==> config.mk <==
export PLATFORM = sky130hd
export DESIGN_NAME = mer_power_accum_flat
export DESIGN_NICKNAME = d
export VERILOG_FILES = /design/src/rtl/mer_power_accum_if.sv /design/src/rtl/mer_power_accum.sv /design/src/flat_wrapper.sv
export SDC_FILE = /design/constraint.sdc
export NUM_CORES = 2
export LEC_CHECK = 0
export ABC_CLOCK_PERIOD_IN_PS = 20300
export BUFFER_PORTS_ARGS = -buffer_cell sky130_fd_sc_hd__buf_2
export CORE_MARGIN = 2
export CORE_UTILIZATION = 40
export DETAILED_ROUTE_END_ITERATION = 12
export RECOVER_POWER = 100
export SKIP_LAST_GASP = 1
export SYNTH_ARGS = -nofsm -noshare
export SYNTH_HDL_FRONTEND = slang
export SYNTH_SLANG_ARGS = --single-unit
==> constraint.sdc <==
create_clock -name clk -period 20.3 [get_ports clk]
set_input_delay 2.03 -clock clk [delete_from_list [all_inputs] [get_ports clk]]
set_output_delay 2.03 -clock clk [all_outputs]
set_load 0.01 [all_outputs]
==> src/rtl/mer_power_accum_if.sv <==
// rtl/mer_power_accum_if.sv - symbol input and block-power output bundle for mer_power_accum
interface mer_power_accum_if;
    logic               clk_en;
    logic signed [17:0] decision_i;
    logic signed [17:0] decision_q;
    logic signed [17:0] error_i;
    logic signed [17:0] error_q;
    logic signed [17:0] mapper_power;
    logic signed [17:0] error_power;
    logic               out_valid;
    logic               mapper_sat;
    logic               error_sat;

    modport master (
        output clk_en, decision_i, decision_q, error_i, error_q,
        input  mapper_power, error_power, out_valid, mapper_sat, error_sat
    );

    modport slave (
        input  clk_en, decision_i, decision_q, error_i, error_q,
        output mapper_power, error_power, out_valid, mapper_sat, error_sat
    );
endinterface

==> src/rtl/mer_power_accum.sv <==
// rtl/mer_power_accum.sv - block-averaged decision and error power for the MER LUT
module mer_power_accum #(
    parameter int LOG2_N      = 10,
    parameter int POWER_SHIFT = 22
) (
    input  logic             clk,
    input  logic             reset,
    mer_power_accum_if.slave bus
);
    localparam int ACC_W = 36 + LOG2_N;
    localparam int SHIFT = LOG2_N + POWER_SHIFT;
    localparam logic [ACC_W-1:0]  OUT_MAX  = ACC_W'(131071);
    localparam logic [LOG2_N-1:0] CNT_LAST = '1;

    // E0: sampled symbol
    logic               vld0_q;
    logic signed [17:0] di_q, dq_q, ei_q, eq_q;
    // E1: squares
    logic               vld1_q;
    logic [35:0]        sq_di_q, sq_dq_q, sq_ei_q, sq_eq_q;
    logic [35:0]        sq_di_d, sq_dq_d, sq_ei_d, sq_eq_d;
    // E2: per-symbol powers
    logic               vld2_q;
    logic [35:0]        pd_q, pe_q;
    // E3: accumulation and block dump
    logic [ACC_W-1:0]   acc_dec_q, acc_err_q, acc_dec_d, acc_err_d;
    logic [LOG2_N-1:0]  cnt_q, cnt_d;
    logic [17:0]        mp_q, ep_q, mp_d, ep_d;
    logic               ms_q, es_q, ms_d, es_d;
    logic               ov_q, ov_d;
    logic [ACC_W-1:0]   sum_dec, sum_err, res_dec, res_err;

    // Sign-extend to 36 bits first so -2^17 squares to exactly 2^34.
    function automatic logic [35:0] square(input logic signed [17:0] x);
        logic signed [35:0] xe;
        xe = 36'(x);
        return unsigned'(xe * xe);
    endfunction

    always_comb begin
        sq_di_d = square(di_q);
        sq_dq_d = square(dq_q);
        sq_ei_d = square(ei_q);
        sq_eq_d = square(eq_q);
    end

    always_comb begin
        sum_dec   = acc_dec_q + ACC_W'(pd_q);
        sum_err   = acc_err_q + ACC_W'(pe_q);
        res_dec   = sum_dec >> SHIFT;
        res_err   = sum_err >> SHIFT;
        acc_dec_d = acc_dec_q;
        acc_err_d = acc_err_q;
        cnt_d     = cnt_q;
        mp_d      = mp_q;
        ep_d      = ep_q;
        ms_d      = ms_q;
        es_d      = es_q;
        ov_d      = 1'b0;
        if (vld2_q) begin
            if (cnt_q == CNT_LAST) begin
                acc_dec_d = '0;
                acc_err_d = '0;
                cnt_d     = '0;
                ms_d      = res_dec > OUT_MAX;
                es_d      = res_err > OUT_MAX;
                mp_d      = ms_d ? OUT_MAX[17:0] : res_dec[17:0];
                ep_d      = es_d ? OUT_MAX[17:0] : res_err[17:0];
                ov_d      = 1'b1;
            end else begin
                acc_dec_d = sum_dec;
                acc_err_d = sum_err;
                cnt_d     = cnt_q + LOG2_N'(1);
            end
        end
    end

    always_ff @(posedge clk) begin
        if (reset) begin
            vld0_q    <= 1'b0;
            di_q      <= '0;
            dq_q      <= '0;
            ei_q      <= '0;
            eq_q      <= '0;
            vld1_q    <= 1'b0;
            sq_di_q   <= '0;
            sq_dq_q   <= '0;
            sq_ei_q   <= '0;
            sq_eq_q   <= '0;
            vld2_q    <= 1'b0;
            pd_q      <= '0;
            pe_q      <= '0;
            acc_dec_q <= '0;
            acc_err_q <= '0;
            cnt_q     <= '0;
            mp_q      <= '0;
            ep_q      <= '0;
            ms_q      <= 1'b0;
            es_q      <= 1'b0;
            ov_q      <= 1'b0;
        end else begin
            vld0_q <= bus.clk_en;
            if (bus.clk_en) begin
                di_q <= bus.decision_i;
                dq_q <= bus.decision_q;
                ei_q <= bus.error_i;
                eq_q <= bus.error_q;
            end
            vld1_q    <= vld0_q;
            sq_di_q   <= sq_di_d;
            sq_dq_q   <= sq_dq_d;
            sq_ei_q   <= sq_ei_d;
            sq_eq_q   <= sq_eq_d;
            vld2_q    <= vld1_q;
            pd_q      <= sq_di_q + sq_dq_q;
            pe_q      <= sq_ei_q + sq_eq_q;
            acc_dec_q <= acc_dec_d;
            acc_err_q <= acc_err_d;
            cnt_q     <= cnt_d;
            mp_q      <= mp_d;
            ep_q      <= ep_d;
            ms_q      <= ms_d;
            es_q      <= es_d;
            ov_q      <= ov_d;
        end
    end

    assign bus.mapper_power = signed'(mp_q);
    assign bus.error_power  = signed'(ep_q);
    assign bus.mapper_sat   = ms_q;
    assign bus.error_sat    = es_q;
    assign bus.out_valid    = ov_q;
endmodule

==> src/flat_wrapper.sv <==
// flat-port wrapper written by rule: the top's interface ports become plain ports
module mer_power_accum_flat 
#(
    parameter int LOG2_N      = 10,
    parameter int POWER_SHIFT = 22
)
  (clk, reset, bus_clk_en, bus_decision_i, bus_decision_q, bus_error_i, bus_error_q, bus_mapper_power, bus_error_power, bus_out_valid, bus_mapper_sat, bus_error_sat);
  mer_power_accum_if bus_i ();
  input  logic clk;
  input  logic reset;
  input wire logic [$bits(bus_i.clk_en)-1:0] bus_clk_en;
  input wire logic [$bits(bus_i.decision_i)-1:0] bus_decision_i;
  input wire logic [$bits(bus_i.decision_q)-1:0] bus_decision_q;
  input wire logic [$bits(bus_i.error_i)-1:0] bus_error_i;
  input wire logic [$bits(bus_i.error_q)-1:0] bus_error_q;
  output wire logic [$bits(bus_i.mapper_power)-1:0] bus_mapper_power;
  output wire logic [$bits(bus_i.error_power)-1:0] bus_error_power;
  output wire logic [$bits(bus_i.out_valid)-1:0] bus_out_valid;
  output wire logic [$bits(bus_i.mapper_sat)-1:0] bus_mapper_sat;
  output wire logic [$bits(bus_i.error_sat)-1:0] bus_error_sat;
  assign bus_i.clk_en = bus_clk_en;
  assign bus_i.decision_i = bus_decision_i;
  assign bus_i.decision_q = bus_decision_q;
  assign bus_i.error_i = bus_error_i;
  assign bus_i.error_q = bus_error_q;
  assign bus_mapper_power = bus_i.mapper_power;
  assign bus_error_power = bus_i.error_power;
  assign bus_out_valid = bus_i.out_valid;
  assign bus_mapper_sat = bus_i.mapper_sat;
  assign bus_error_sat = bus_i.error_sat;
  mer_power_accum #(.LOG2_N(LOG2_N), .POWER_SHIFT(POWER_SHIFT)) u_core (.clk(clk), .reset(reset), .bus(bus_i));
endmodule
# Yosys cells after proc, flatten, opt, wreduce, memory -nomap -nowiden
# Index checks and enable logic that the tools add are counted.
dict set report totals {
  register_bits 432
  latchBits 0
  ramBits 0
  rom_bits 0
  output_inout_bits 39
  word_cells 42
  memories 0
}
dict set report classes {
  addsub 5
  n_mul 4
  n_div 0
  order_cmp 2
  n_eq_ne 1
  shifts 0
  muxes 6
  n_bitwise 1
  n_reduce_logical 2
}
# op count
set ops {}
lappend ops {{$mul 18x18->36} 4}
lappend ops {{$add 46x36->46} 2}
lappend ops {{$mux 46} 2}
lappend ops {{$add 36x36->36} 2}
lappend ops {{$gt 14x17->1 const B} 2}
lappend ops {{$mux 17} 2}
lappend ops {{$add 10x1->10 const B} 1}
lappend ops {{$eq 10x10->1 const B} 1}
lappend ops {{$mux 10} 1}
lappend ops {{$reduce_and 2->1} 1}
lappend ops {{$reduce_or 2->1} 1}
lappend ops {{$mux 1} 1}
lappend ops {{$not 1->1} 1}

# Depth between registers and ports, before layout
dict set report logic_depth {
  depth_word 3
  mapped_depth 27
  mapped_depth_nobuf 25
}

# Worst setup path before layout
# No wires, ideal clock.
dict set report synth_path {
  path_type {reg-to-reg}
  from {register u_core.eq_q[2]}
  to {register u_core.sq_eq_q[34]}
  setup_time_ps 121
  arrival_ps 6649
  required_time_ps 20179
  setup_slack_ps 13530
  path_stages_with_launch 27
  period_less_slack_ps 6770
  cell_sequence {dfxtp_1 -> clkbuf_1 -> clkbuf_1 -> nand2_1 -> fa_1 -> inv_1 -> fa_1 -> inv_1 -> fa_1 -> fa_1 -> inv_1 -> fa_1 -> inv_1 -> fa_1 -> inv_1 -> ha_1 -> clkbuf_1 -> a21o_1 -> a21o_1 -> a21o_1 -> a21o_1 -> a2111oi_0 -> a2bb2oi_1 -> o211a_1 -> a31oi_1 -> nor2b_1 -> mux2_2}
}
dict set report synth_between {
  elab_chain_len 1
}
# item line
set synth_lines {}
lappend synth_lines {{start, declared} mer_power_accum.sv:17} ;# logic signed [17:0] di_q, dq_q, ei_q, eq_q;
lappend synth_lines {{start signal, assigned} mer_power_accum.sv:107} ;# eq_q <= bus.error_q;
lappend synth_lines {{$mul 18x18->36} mer_power_accum.sv:37} ;# return unsigned'(xe * xe);
lappend synth_lines {{end signal, assigned} mer_power_accum.sv:113} ;# sq_eq_q <= sq_eq_d;
lappend synth_lines {{end, declared} mer_power_accum.sv:20} ;# logic [35:0] sq_di_q, sq_dq_q, sq_ei_q, sq_eq_q;
# No other way between the ends.
# A chain may end at the register's enable or synchronous reset.

# Final worst setup path
dict set report layout_path {
  from {input port reset}
  to {register u_core.pd_q[30]}
}
# item line
set layout_lines {}
lappend layout_lines {{start, declared} flat_wrapper.sv:10} ;# input logic reset;
lappend layout_lines {{end signal, assigned} mer_power_accum.sv:115} ;# pd_q <= sq_di_q + sq_dq_q;
lappend layout_lines {{end, declared} mer_power_accum.sv:24} ;# logic [35:0] pd_q, pe_q;
# No word-level cell between the ends.

==> summary.md <==
## Synth
* **Post-synth top flop** sky130_fd_sc_hd__dfxtp_1
* **number of synthesized register bits** 418
* **number of flops mapped to enable cells by yosys** 0
* **number of different library cells in the post-synthesis netlist** 91
* **share of async-settable or async-resettable flops after synthesis** 0%
* **cell count after synthesis** 6,925
* **register area share after synthesis** 13.3%
* **syn_area_per_cell** 9.09 um2
* **total number of yosys warnings** 0
* **netlist area before placement** 62,900 um2

## Cells and area
* **filler cell count in the final layout** 15,400
* **antenna diode count** 0
* **final net count** 8,698
* **flip-flop and latch area** 8370 um2
* **total area of multi-input combinational cells** 47,400 um2
* **proportion of layout cells with a drive suffix above 1** 3.82%
* **post-route core utilization** 42.9%
* **area delta synth->final** 6.52%

## Power
* **sequential power share** 27.7%
* **Gate power share** 48.9%
* **internal power** 2340 uW
* **Clk network pwr share** 23.4%
* **total net switching power** 1760 uW
* **Overall Power** 4100 uW
* **maximum VDD drop** 0.0722 mV
* **switching power share of the total** 43.0%
* **Leak Pwr** 0.0348 uW
* **power density over cell area** 61.2 nW/um2

## Global route
* **vias in the first global route** 47,500
* **global-route wire length before repair** 245,000 um
* **overflow left after global routing** 0
* **pin count of the biggest net entering global routing** 186
* **antenna violations before repair** 5
* **global-route total usage across every layer** 18.8%

## Clocking
* **clock tree from TritonCTS** built
* **total clock buffers created by CTS** 52
* **CTS HTree Levels** 2
* **Reg clk slew, reported paths** 60 ps
* **number of buffers added for setup after CTS** 0
* **worst-skew pair later-pin latency** 660 ps
* **number of resized instances in the post-cts repair step** 0
* **# hold bufs at CTS** 0
* **maximum clock insertion buffer count** 3
* **Sinks on Clock Net** 418
* **CTS root buf** sky130_fd_sc_hd__clkbuf_16

## Setup path
* **buffers plus inverters on the worst setup path** 2
* **worst reg2reg path depth** 25
* **biggest fanout along the worst timing path** 185
* **Crit path top cell by count** sky130_fd_sc_hd__clkbuf_1
* **worst-path cell with the longest stage delay** sky130_fd_sc_hd__clkbuf_1
* **endpoint required time on the critical path** 20,280 ps
* **ordered cell list for the critical path** clkbuf_1 > clkbuf_1 > nor2_1
* **Setup Crit Path Kind** input port to register
* **Worst Setup Start Kind** input port
* **crit-path max cell delay** 6040 ps
* **cell class contributing the biggest share of worst-path delay** buffers and inverters
* **kind of capture point of the worst setup path** register
* **arrival time at the worst endpoint** 12,050 ps
* **stages on the worst setup path** 3

## Placement
* **placed wire-length estimate** 119,000 um
* **worst setup timing slack at the placement stage** 12,740 ps
* **Port Buffers** 103
* **routability-driven placement congestion ratio** 0.856

## Floorplan
* **I/O pin total** 114
* **width of the chip** 401 um
* **CORE AREA** 156,000 um2
* **Initial Utilization** 40.3%
* **die height** 401 um
* **overall die area** 160,000 um2
* **placement row count** 145

## Routing
* **number of design rule violations left after detail routing** 0
* **detailed-route vias per instance** 4.95
* **wire length per cell** 16.4 um
* **first-pass iteration count of the detailed router** 5
* **via count** 44,400
* **count of nets left with antenna violations after detail routing** 0
* **final WL** 147,000 um
* **number of DRC markers after the initial detailed-route iteration** 2,103

## STA
* **number of max-slew violations in the final report** 474
* **number of failing setup endpoints in the final timing report** 0
* **Fmax** 82.8 MHz
* **Max Clock Skew** 46.9 ps
* **final-layout setup total negative slack** 0 ps
* **number of hold-slack violations in the final timing report** 0
* **worst max-slew margin expressed relative to the limit** -460%
* **transition at the pin with the smallest max-transition slack** 8390 ps
* **setup repair after global routing missed its margin** no
* **clock period minus worst slack** 12,080 ps
* **smallest setup slack after layout** 8220 ps
* **ratio of final minimum period to clock period** 59.5%

## Status
* **violated checks** max-capacitance violations, max-slew violations
* **result of the run** finished with violations

## Worst hold path
* **kind of path behind the tightest hold check** register to register
* **Hold Path Stages** 1

## Job
* **max cap viols** 7

[stage by stage]
step,instance area (um2),hold slack [ps],instances
global route,67000,478,8972
CTS,67100,434,8972
floorplan,63000,414,6934
detailed placement,65400,421,8880
global placement,65400,419,8880
finish,67000,431,8972
[layout make-up]
cell class / count / share of cell area, %
Clock buffer: 59 / 2.00
Clock inverter: 33 / 0.609
Inverter: 1661 / 9.30
Multi-Input combinational cell: 4603 / 70.7
Sequential cell: 418 / 12.5
Tap cell: 2058 / 3.84
Timing Repair Buffer: 140 / 1.10
[Yosys cell counts, types with 6 or more instances]
cell                        instances  area share (%)
sky130_fd_sc_hd__o21ai_0          119            0.95
sky130_fd_sc_hd__nor2b_1           67            0.67
sky130_fd_sc_hd__and3_1            36            0.36
sky130_fd_sc_hd__nand2_1          577             3.4
sky130_fd_sc_hd__a221oi_1           6           0.084
sky130_fd_sc_hd__nor3b_1           10            0.12
sky130_fd_sc_hd__o21a_1            35            0.42
sky130_fd_sc_hd__a21o_1           105             1.3
sky130_fd_sc_hd__nand2b_1          53            0.53
sky130_fd_sc_hd__o2111ai_1          7           0.097
sky130_fd_sc_hd__nand4_1           31            0.31
sky130_fd_sc_hd__nand3_1           76            0.60
sky130_fd_sc_hd__buf_1             20            0.12
sky130_fd_sc_hd__or3_1             32            0.32
sky130_fd_sc_hd__or4_1             12            0.14
sky130_fd_sc_hd__mux2i_1           81             1.3
sky130_fd_sc_hd__o311ai_0           9            0.13
sky130_fd_sc_hd__a211oi_1          34            0.41
sky130_fd_sc_hd__o31a_1             8            0.11
sky130_fd_sc_hd__a311oi_1           9            0.13
sky130_fd_sc_hd__dfxtp_1          418              13
sky130_fd_sc_hd__a22o_1            28            0.39
sky130_fd_sc_hd__clkbuf_1         220             1.3
sky130_fd_sc_hd__nor4_1            12            0.12
sky130_fd_sc_hd__xnor2_1          181             2.5
sky130_fd_sc_hd__nor2_1           471             2.8
sky130_fd_sc_hd__xor2_1           110             1.5
sky130_fd_sc_hd__a31oi_1           40            0.40
sky130_fd_sc_hd__a211o_1            6           0.084
sky130_fd_sc_hd__a31o_2            23            0.32
sky130_fd_sc_hd__o211ai_1          19            0.23
sky130_fd_sc_hd__or2_2             12            0.12
sky130_fd_sc_hd__fa_1            1173              37
sky130_fd_sc_hd__o21bai_1          23            0.27
sky130_fd_sc_hd__buf_4             11            0.13
sky130_fd_sc_hd__nor3_1            68            0.54
sky130_fd_sc_hd__inv_1           1661             9.9
sky130_fd_sc_hd__ha_1             574              11
sky130_fd_sc_hd__o31ai_1           14            0.17
sky130_fd_sc_hd__a22oi_1           26            0.31
sky130_fd_sc_hd__and2_1           168             1.7
sky130_fd_sc_hd__a21oi_1          228             1.8
sky130_fd_sc_hd__and4_1            13            0.18
[registers in the layout (all words and copies together) (netlist names), 18 cells and up]
name              flops
u_core.eq_q          18
u_core.pd_q          36
u_core.di_q          18
u_core.dq_q          18
u_core.sq_eq_q       35
u_core.ei_q          18
u_core.sq_di_q       35
u_core.pe_q          36
u_core.sq_ei_q       35
u_core.acc_dec_q     46
u_core.acc_err_q     46
u_core.sq_dq_q       35
[cell families after synthesis]
group,Yosys count,synth area share [%]
DFF,418,13.3
buffers and inverters,1913,11.5
adders and majority gates,1747,48.7
muxes,86,1.38
AOI/OAI and AO/OA,820,8.97
xor gates and xnor gates,291,4.05
other,1,0.00596
and+or+nand+nor,1649,12.1
[power groups by stage]
stage / registers (uW) / clock network, uW / logic, uW
CTS: 1140 / 989 / 2030
global placement: 1150 / 0 / 1980
detailed placement: 1150 / 0 / 2010
floorplan: 1020 / 0 / 1540
global route: 1150 / 1020 / 2300
finish: 1140 / 960 / 2010
[worst reg2reg max path, delay by kind of cell, from the launching register on]
family | cells | cell delay (ps)
compound gates | 8 | 2620
buf+inv | 7 | 700
fa+ha+maj | 7 | 2710
flops | 1 | 890
xor+xnor | 1 | 160
simple gates | 2 | 290
[placed cells by master, fill, tap and decap left out, types with 67 or more instances in the layout]
| cell type | netlist | routed |
|---|---|---|
| sky130_fd_sc_hd__a21o_1 | 105 | 105 |
| sky130_fd_sc_hd__a21oi_1 | 228 | 228 |
| sky130_fd_sc_hd__and2_1 | 168 | 165 |
| sky130_fd_sc_hd__buf_2 | 0 | 72 |
| sky130_fd_sc_hd__dfxtp_1 | 418 | 418 |
| sky130_fd_sc_hd__fa_1 | 1173 | 1173 |
| sky130_fd_sc_hd__ha_1 | 574 | 574 |
| sky130_fd_sc_hd__inv_1 | 1661 | 1660 |
| sky130_fd_sc_hd__mux2i_1 | 81 | 81 |
| sky130_fd_sc_hd__nand2_1 | 577 | 577 |
| sky130_fd_sc_hd__nand3_1 | 76 | 76 |
| sky130_fd_sc_hd__nor2_1 | 471 | 467 |
| sky130_fd_sc_hd__nor2b_1 | 67 | 67 |
| sky130_fd_sc_hd__nor3_1 | 68 | 68 |
| sky130_fd_sc_hd__o21ai_0 | 119 | 119 |
| sky130_fd_sc_hd__xnor2_1 | 181 | 181 |
| sky130_fd_sc_hd__xor2_1 | 110 | 110 |
[per-layer routing]
layer  part of all wire, %  vias to the layer above  GRT usage (%)
met5                0.0048                        -              0
met1                    45                    22300           25.3
met2                    49                      802           32.7
met4                   2.0                        2           4.05
li1                      -                    21200              -
met3                   4.0                      152           2.05
[final timing paths]
kind	startpoint	endpoint	slack, ps
worst max-delay path	reset	u_core.pd_q[30]	8220
worst min-delay path	u_core.vld0_q	u_core.vld1_q	430
worst max register to register	u_core.di_q[2]	u_core.sq_di_q[32]	12540
worst min register to register	u_core.vld0_q	u_core.vld1_q	430
No activity file was read; power rests on OpenSTA's default activity.
